## src/rtl/trap_pkg.sv

```systemverilog
// Shared types and constants for the trap/interrupt controller.
// mcause encoding helpers live here so the top and any CSR-side decoder agree.
package trap_pkg;

    typedef enum logic {
        TRAP_IDLE,
        TRAP_ACTIVE
    } trap_state_t;

    localparam int MCAUSE_INT_BIT = 31;
    localparam int DEF_ECALL_CODE = 11;
    localparam int DEF_IRQ_BASE   = 16;

    // Interrupt cause: code in the low bits, interrupt flag in bit 31.
    function automatic logic [31:0] irq_cause(input int unsigned base, input int unsigned idx);
        logic [31:0] c;
        c                 = 32'(base + idx);
        c[MCAUSE_INT_BIT] = 1'b1;
        return c;
    endfunction

endpackage

```

## src/rtl/trap_prio_enc.sv

```systemverilog
// Fixed-priority encoder: the lowest set request bit wins.
// Purely combinational; idx/onehot are zero when no request is set.
module trap_prio_enc #(
    parameter  int N  = 8,
    localparam int IW = (N > 1) ? $clog2(N) : 1
) (
    input  logic [N-1:0]  req,
    output logic          valid,
    output logic [IW-1:0] idx,
    output logic [N-1:0]  onehot
);

    // NOTE: every output gets a default before the loop so no latch is inferred.
    always_comb begin
        valid  = |req;
        idx    = '0;
        onehot = '0;
        // Scan high to low so the last hit written is the lowest index.
        for (int i = N - 1; i >= 0; i--) begin
            if (req[i]) begin
                idx       = IW'(i);
                onehot    = '0;
                onehot[i] = 1'b1;
            end
        end
    end

endmodule

```

## src/rtl/trap_irq_ctrl.sv

```systemverilog
// Trap/interrupt controller: ecall plus N_IRQ prioritised, maskable lines.
// Drives trap entry/return pulses to Fetch and the trap cause to CSR.
module trap_irq_ctrl
    import trap_pkg::*;
#(
    parameter int               N_IRQ      = 8,
    parameter logic [N_IRQ-1:0] EDGE_MASK  = '0,
    parameter int               IRQ_BASE   = DEF_IRQ_BASE,
    parameter int               ECALL_CODE = DEF_ECALL_CODE
) (
    input  logic             clk,
    input  logic             Rst,
    input  logic             hold,
    input  logic             ecall,
    input  logic             trap_ret,
    input  logic [N_IRQ-1:0] irq,
    input  logic [N_IRQ-1:0] irq_en,
    input  logic             gie,
    output logic             trapping,
    output logic             trigger_trap,
    output logic             trigger_trap_ret,
    output logic [31:0]      mcause,
    output logic [N_IRQ-1:0] irq_pending,
    output logic [N_IRQ-1:0] irq_claim
);

    localparam int IW = (N_IRQ > 1) ? $clog2(N_IRQ) : 1;

    trap_state_t      r_state;
    trap_state_t      w_next_state;
    logic [N_IRQ-1:0] r_irq_d;
    logic [N_IRQ-1:0] r_edge_pend;
    logic [N_IRQ-1:0] w_req;
    logic [N_IRQ-1:0] w_onehot;
    logic [N_IRQ-1:0] w_claim;
    logic [IW-1:0]    w_idx;
    logic             w_valid;
    logic             w_take_trap;
    logic             w_take_ret;
    logic             r_trigger_trap;
    logic             r_trigger_trap_ret;
    logic [31:0]      r_mcause;
    logic [N_IRQ-1:0] r_irq_claim;

    // Level lines pass straight through; edge lines come from the latched flags.
    assign irq_pending = (EDGE_MASK & r_edge_pend) | (~EDGE_MASK & irq);
    assign w_req       = irq_pending & irq_en & {N_IRQ{gie}};

    trap_prio_enc #(.N(N_IRQ)) u_prio (
        .req    (w_req),
        .valid  (w_valid),
        .idx    (w_idx),
        .onehot (w_onehot)
    );

    always_comb begin
        w_next_state = r_state;
        w_take_trap  = 1'b0;
        w_take_ret   = 1'b0;
        case (r_state)
            TRAP_IDLE: begin
                if (!hold && (ecall || w_valid)) begin
                    w_next_state = TRAP_ACTIVE;
                    w_take_trap  = 1'b1;
                end
            end
            TRAP_ACTIVE: begin
                if (!hold && trap_ret) begin
                    w_next_state = TRAP_IDLE;
                    w_take_ret   = 1'b1;
                end
            end
            default: w_next_state = TRAP_IDLE;
        endcase
    end

    // An ecall outranks interrupts, so no line is claimed on an ecall entry.
    assign w_claim = (w_take_trap && !ecall) ? w_onehot : '0;

    // NOTE: sequential state uses non-blocking assignments only, so every flop
    // samples the pre-edge values regardless of statement order.
    always_ff @(posedge clk or posedge Rst) begin
        if (Rst) begin
            r_state <= TRAP_IDLE;
        end else begin
            r_state <= w_next_state;
        end
    end

    // Edge capture keeps running through hold and trap; a new edge beats a claim.
    always_ff @(posedge clk or posedge Rst) begin
        if (Rst) begin
            r_irq_d     <= '0;
            r_edge_pend <= '0;
        end else begin
            r_irq_d     <= irq;
            r_edge_pend <= EDGE_MASK & ((r_edge_pend & ~w_claim) | (irq & ~r_irq_d));
        end
    end

    always_ff @(posedge clk or posedge Rst) begin
        if (Rst) begin
            r_trigger_trap     <= 1'b0;
            r_trigger_trap_ret <= 1'b0;
            r_irq_claim        <= '0;
            r_mcause           <= '0;
        end else begin
            r_trigger_trap     <= w_take_trap;
            r_trigger_trap_ret <= w_take_ret;
            r_irq_claim        <= w_claim;
            if (w_take_trap) begin
                r_mcause <= ecall ? 32'(ECALL_CODE)
                                  : irq_cause(IRQ_BASE, 32'(w_idx));
            end
        end
    end

    assign trapping         = (r_state == TRAP_ACTIVE);
    assign trigger_trap     = r_trigger_trap;
    assign trigger_trap_ret = r_trigger_trap_ret;
    assign mcause           = r_mcause;
    assign irq_claim        = r_irq_claim;

endmodule

```

## config.mk

```make
export PLATFORM = sky130hd
export DESIGN_NAME = trap_irq_ctrl
export DESIGN_NICKNAME = d
export VERILOG_FILES = /design/src/rtl/trap_pkg.sv /design/src/rtl/trap_prio_enc.sv /design/src/rtl/trap_irq_ctrl.sv
export SDC_FILE = /design/constraint.sdc
export NUM_CORES = 1
export LEC_CHECK = 0
export CORE_UTILIZATION = 32
export CTS_CLUSTER_SIZE = 28
export DETAILED_ROUTE_END_ITERATION = 8
export GPL_TIMING_DRIVEN = 0
export PLACE_DENSITY = 0.72
export SLEW_MARGIN = 10
export SYNTH_ARGS = -nofsm -noshare
export SYNTH_HDL_FRONTEND = slang
export SYNTH_HIERARCHICAL = 1
export SYNTH_SLANG_ARGS = --single-unit
export TNS_END_PERCENT = 5
```

## constraint.sdc

```tcl
create_clock -name clk -period 0.93 [get_ports clk]
set_input_delay 0.2325 -clock clk [delete_from_list [all_inputs] [get_ports clk]]
set_output_delay 0.2325 -clock clk [all_outputs]
set_load 0.005 [all_outputs]
```

# Word-level counts from Yosys, hierarchy flattened
# Index checks and enable logic that the tools add are counted.
# word_totals
ff_bits	43
in_bits	22
# op_classes
reduce_logical	7
addsub	1
n_bitwise	3
n_mux	24
# ops
cell	count
8-bit 2-to-1 mux	9
32-bit 2-to-1 mux	1
3-bit 2-to-1 mux	8
8-bit AND	2
8-bit OR reduction	1
5-bit by 3-bit adder with 6-bit output (first input constant)	1
1-bit 2-to-1 mux	5
1-bit logical AND	3
1-bit logical NOT	2
1-bit case mux with 2 select lines	1
1-bit logical OR	1
1-bit inverter	1

# Depth between registers and ports, before layout
# logic_depth
word_depth	12
depth_mapped	6
mapped_depth_nobuf	6

# Modules after synthesis
# Netlist, hierarchy kept.
# modules_own_cells
mod	cells_each	area_each_um2	instances
trap_irq_ctrl	94	977.2	1
trap_prio_enc	23	145.1	1

# Least setup slack after synthesis
# No wires, ideal clock.
# synth_path
kind	input-to-reg
start	input irq[2]
end	register r_mcause[2] (netlist: mcause[2])
path_slack_ns	-0.875
required_time_ns	0.806
t_arrival_ns	1.681
setup_time_ns	0.124
stages	6
path_cell_list	and3_1 > or4_4 > nor3_2 > nand2_1 > nor3b_4 > a211o_1
# synth_via
elab_chain_len	7
elab_cells_between_ends	12
classes_between	add/sub (1); mux (6); bitwise (2); reduce/logical (3)
# synth_rtl
item	line	text
start, declared	trap_irq_ctrl.sv:16	input logic [N_IRQ-1:0] irq,
8-bit AND (2 in series)	trap_irq_ctrl.sv:47	assign w_req = irq_pending & irq_en & {N_IRQ{gie}};
8-bit OR reduction	trap_prio_enc.sv:15	valid = |req;
via w_valid	trap_irq_ctrl.sv:37	logic w_valid;
1-bit logical OR	trap_irq_ctrl.sv:62	if (!hold && (ecall || w_valid)) begin
1-bit logical AND	trap_irq_ctrl.sv:62	
1-bit 2-to-1 mux	trap_irq_ctrl.sv:62	
1-bit 2-to-1 mux	trap_irq_ctrl.sv:60	case (r_state)
end signal, assigned	trap_irq_ctrl.sv:112	r_mcause <= ecall ? 32'(ECALL_CODE)
end, declared	trap_irq_ctrl.sv:42	logic [31:0] r_mcause;
# The timed path passes the listed nets, and every way through them passes these cells.
# A chain may end at the register's enable or synchronous reset.

# Final worst setup path
# layout_path
start	input gie
end	register r_mcause[4] (netlist: mcause[4])
# layout_via
elab_cells_between_ends	16
classes_between	add/sub (1); mux (11); bitwise (1); reduce/logical (3)
# layout_lines
item	line	text
start, declared	trap_irq_ctrl.sv:18	input logic gie,
8-bit AND	trap_irq_ctrl.sv:47	
via w_req[2]	trap_irq_ctrl.sv:33	logic [N_IRQ-1:0] w_req;
8-bit OR reduction	trap_prio_enc.sv:15	
via w_valid	trap_irq_ctrl.sv:37	
1-bit logical OR	trap_irq_ctrl.sv:62	
1-bit logical AND	trap_irq_ctrl.sv:62	
1-bit 2-to-1 mux	trap_irq_ctrl.sv:62	
1-bit 2-to-1 mux	trap_irq_ctrl.sv:60	
# The timed path passes the listed nets, and every way through them passes these cells.

==> summary.md <==
| Metric | Value |
|---|---|
| I/O pin count | `73` |
| Site row count | `21` |
| GP Congestion | `0.806` |
| Most frequent cells in the layout | `buf_4, conb_1, clkbuf_2` |
| Clock root cell | `clkbuf_4` |
| Failing checks | `setup timing` |
| Drt initial violations | `46` |
| CTS tree | `built` |
| Final setup margin | `-656 ps` |
| Final setup viols | `32` |
| Vias in the first global route | `867` |
| Overflow after GRT | `0` |
| Max clock buf depth | `2` |
| Final wirelength | `2.66 mm` |
| First-pass GRT wire length | `3.77 mm` |
| Post-synthesis sequential area ratio | `0.357` |
| Max H-tree Level | `1` |
| Post-route ant nets | `0` |
| Setup crit start kind | `input port` |
| # port buffers | `46` |
| Fin util | `0.541` |
| Die Height | `61.2 microns` |
| Post-Synthesis Cells | `117` |
| Critical path type | `in2reg` |
| Synth Area per Inst | `9.59 sq um` |
| Via count | `1023` |
| Post-Syn Area | `0.00112 sq mm` |
| Layout cells sized above 1 | `0.539` |
| Post-synthesis register bit count | `16` |
| Initial antenna violation count | `0` |
| Worst-path clk slew | `90 ps` |
| Die area | `0.00375 sq mm` |
| Yosys warnings | `6` |
| Largest net degree at the start of global routing | `17` |
| Via density | `4.09` |
| Crit-path cells | `buf_8 -> and3_4 -> or4_4 -> nor3_4 -> nand2_2 -> nor3b_4 -> buf_6 -> a2bb2oi_2` |
| Largest stage delay, worst path | `560 ps` |
| DP HPWL | `1.83 mm` |
| Least-Margin Pin Slew | `573 ps` |
| Power Dens Cells | `1250 mW/mm^2` |
| Clock sink total | `16` |
| Drt first pass iters | `5` |
| Fin Setup TNS | `-10760 ps` |
| Pre-CTS WS | `-1510 ps` |
| Area occupied by multi-input gates | `581 sq um` |
| Rel. slew slack | `0.618` |
| Die width | `61.2 microns` |
| Starting density of the core | `0.336` |
| Final Critical Period | `1590 ps` |
| # nets final | `227` |
| Total clock buffers created by CTS | `3` |
| Total Routing Usage GR | `0.137` |
| # diodes | `0` |
| Number of distinct library cells after synthesis | `29` |
| Crit path required time | `1100 ps` |
| Per-cell routed wire length | `10.6 microns` |
| Slowest stage cell, crit path | `or4_4` |
| Worst vdd ir | `0.427 mV` |
| Slew Viols, Final | `0` |
| Fin crit share | `1.71` |
| Worst clock skew | `4.87 ps` |
| Outcome | `finished, violations left` |
| Core area | `0.00334 sq mm` |
| Filler Cell Count | `316` |
| Commonest non-fill, non-tap cell in the layout | `buf_4` |
| CP arrival | `1750 ps` |
| Hold_buf cts | `0` |
| MaxCap Viol Count | `0` |
| Hold Fails Final Rpt | `0` |
| Pleak | `0.993 nW` |
| Maximum fanout along the worst path | `5` |
| Drt drc | `0` |
| Critical path endpoint category | `flip-flop` |
| Layout area overhead | `60.9%` |
| Worst min path class | `in2async` |
| Clk_lat worst skew | `280 ps` |
| Register area | `400 sq um` |
| Unrepaired setup endpoints after global routing | `true` |
| Max Freq | `630 MHz` |
[flip-flops by register name, summed over array words and instances, names as in the netlist]
register          flops
irq_claim             8
mcause                5
trapping              1
trigger_trap          1
trigger_trap_ret      1
[per-stage QoR]
step	power, mW	hold WS [ps]	std cells	instance area, sq um
3_3_place_gp	1.77	502	234	1740
6_report	2.25	303	250	1810
2_1_floorplan	1.36	146	142	1220
4_1_cts	2.23	328	247	1840
5_1_grt	2.39	358	250	1810
3_5_place_dp	1.80	528	234	1740
[cell families (layout without fill, tap and decap cells)]
| kind of cell | Yosys count | after routing | share of synthesized area |
|---|---|---|---|
| flops | 16 | 16 | 0.357 |
| compound gates | 16 | 16 | 0.113 |
| simple gates | 42 | 42 | 0.256 |
| buf+inv | 42 | 104 | 0.271 |
| other cells | 1 | 26 | 0.00334 |
[area by class of cell]
cell class	instances	share of cell area
Sequential cell	16	0.222
Buffer	38	0.160
Timing Repair Buffer	58	0.236
Tap cell	46	0.0319
Multi-Input combinational cell	84	0.322
Inverter	4	0.00832
Clock buffer	4	0.0201
[synth_stat cells]
cell type / n / share of area
o21ai_0: 1 / 0.0045
and2b_2: 1 / 0.0078
a21oi_2: 1 / 0.0078
buf_4: 37 / 0.25
nand2_1: 1 / 0.0033
inv_1: 4 / 0.013
nor3_2: 1 / 0.0089
a2bb2oi_1: 1 / 0.0078
conb_1: 1 / 0.0033
nor3b_1: 4 / 0.027
o21bai_1: 2 / 0.013
dfrtp_1: 16 / 0.36
buf_6: 1 / 0.010
nor2_1: 8 / 0.027
and3b_2: 1 / 0.0089
or4_4: 1 / 0.010
o41ai_1: 1 / 0.0078
o21ba_2: 2 / 0.018
nor2b_1: 3 / 0.017
o2bb2ai_1: 1 / 0.0078
a21oi_1: 1 / 0.0045
a211oi_1: 3 / 0.020
nor3b_4: 1 / 0.017
nor3_1: 2 / 0.0089
o21a_1: 2 / 0.013
and2_1: 10 / 0.056
and3_1: 8 / 0.045
a211o_1: 1 / 0.0078
nor4b_4: 1 / 0.021
[worst paths after layout]
| kind | startpoint | end | slack, ps | cells after the start |
|---|---|---|---|---|
| max | gie | mcause[4] | -660 | 8 |
| min | Rst | trapping | 300 | 2 |
| max reg2reg | trapping | mcause[4] | -260 | 4 |
| min reg2reg | mcause[3] | mcause[3] | 560 | 2 |
| max in group asynchronous | Rst | trigger_trap_ret | 250 | 2 |
| min in group clk | mcause[3] | mcause[3] | 560 | 2 |
[power by group]
part           total, mW  switching (mW)  internal (mW)
clock network      0.437           0.199          0.238
logic              0.917           0.359          0.559
registers          0.894          0.0918          0.802
total               2.25           0.649           1.60
[metal layers]
layer	up-vias	part of all wire	routed length [microns]	track usage
met5	-	0	0	0
met1	464	0.36	967	0.146
met3	4	0.079	210	0.0336
li1	505	-	-	-
met2	50	0.54	1450	0.258
met4	0	0.012	33	0.0519
[critical path: cells and delay by family]
kind / cells / cell delay (ps)
compound gates: 1 / 120
simple gates: 5 / 1160
buf+inv: 2 / 240
[what timing repair did]
action / in CTS / in global routing
resized for setup: 97 / 23
buffers inserted: 9 / 3
endpoints found under the setup margin: 41 / 33
pin swaps: 17 / 6
cloned: 0 / 0
Note: power is estimated with default switching activity, not from simulation.
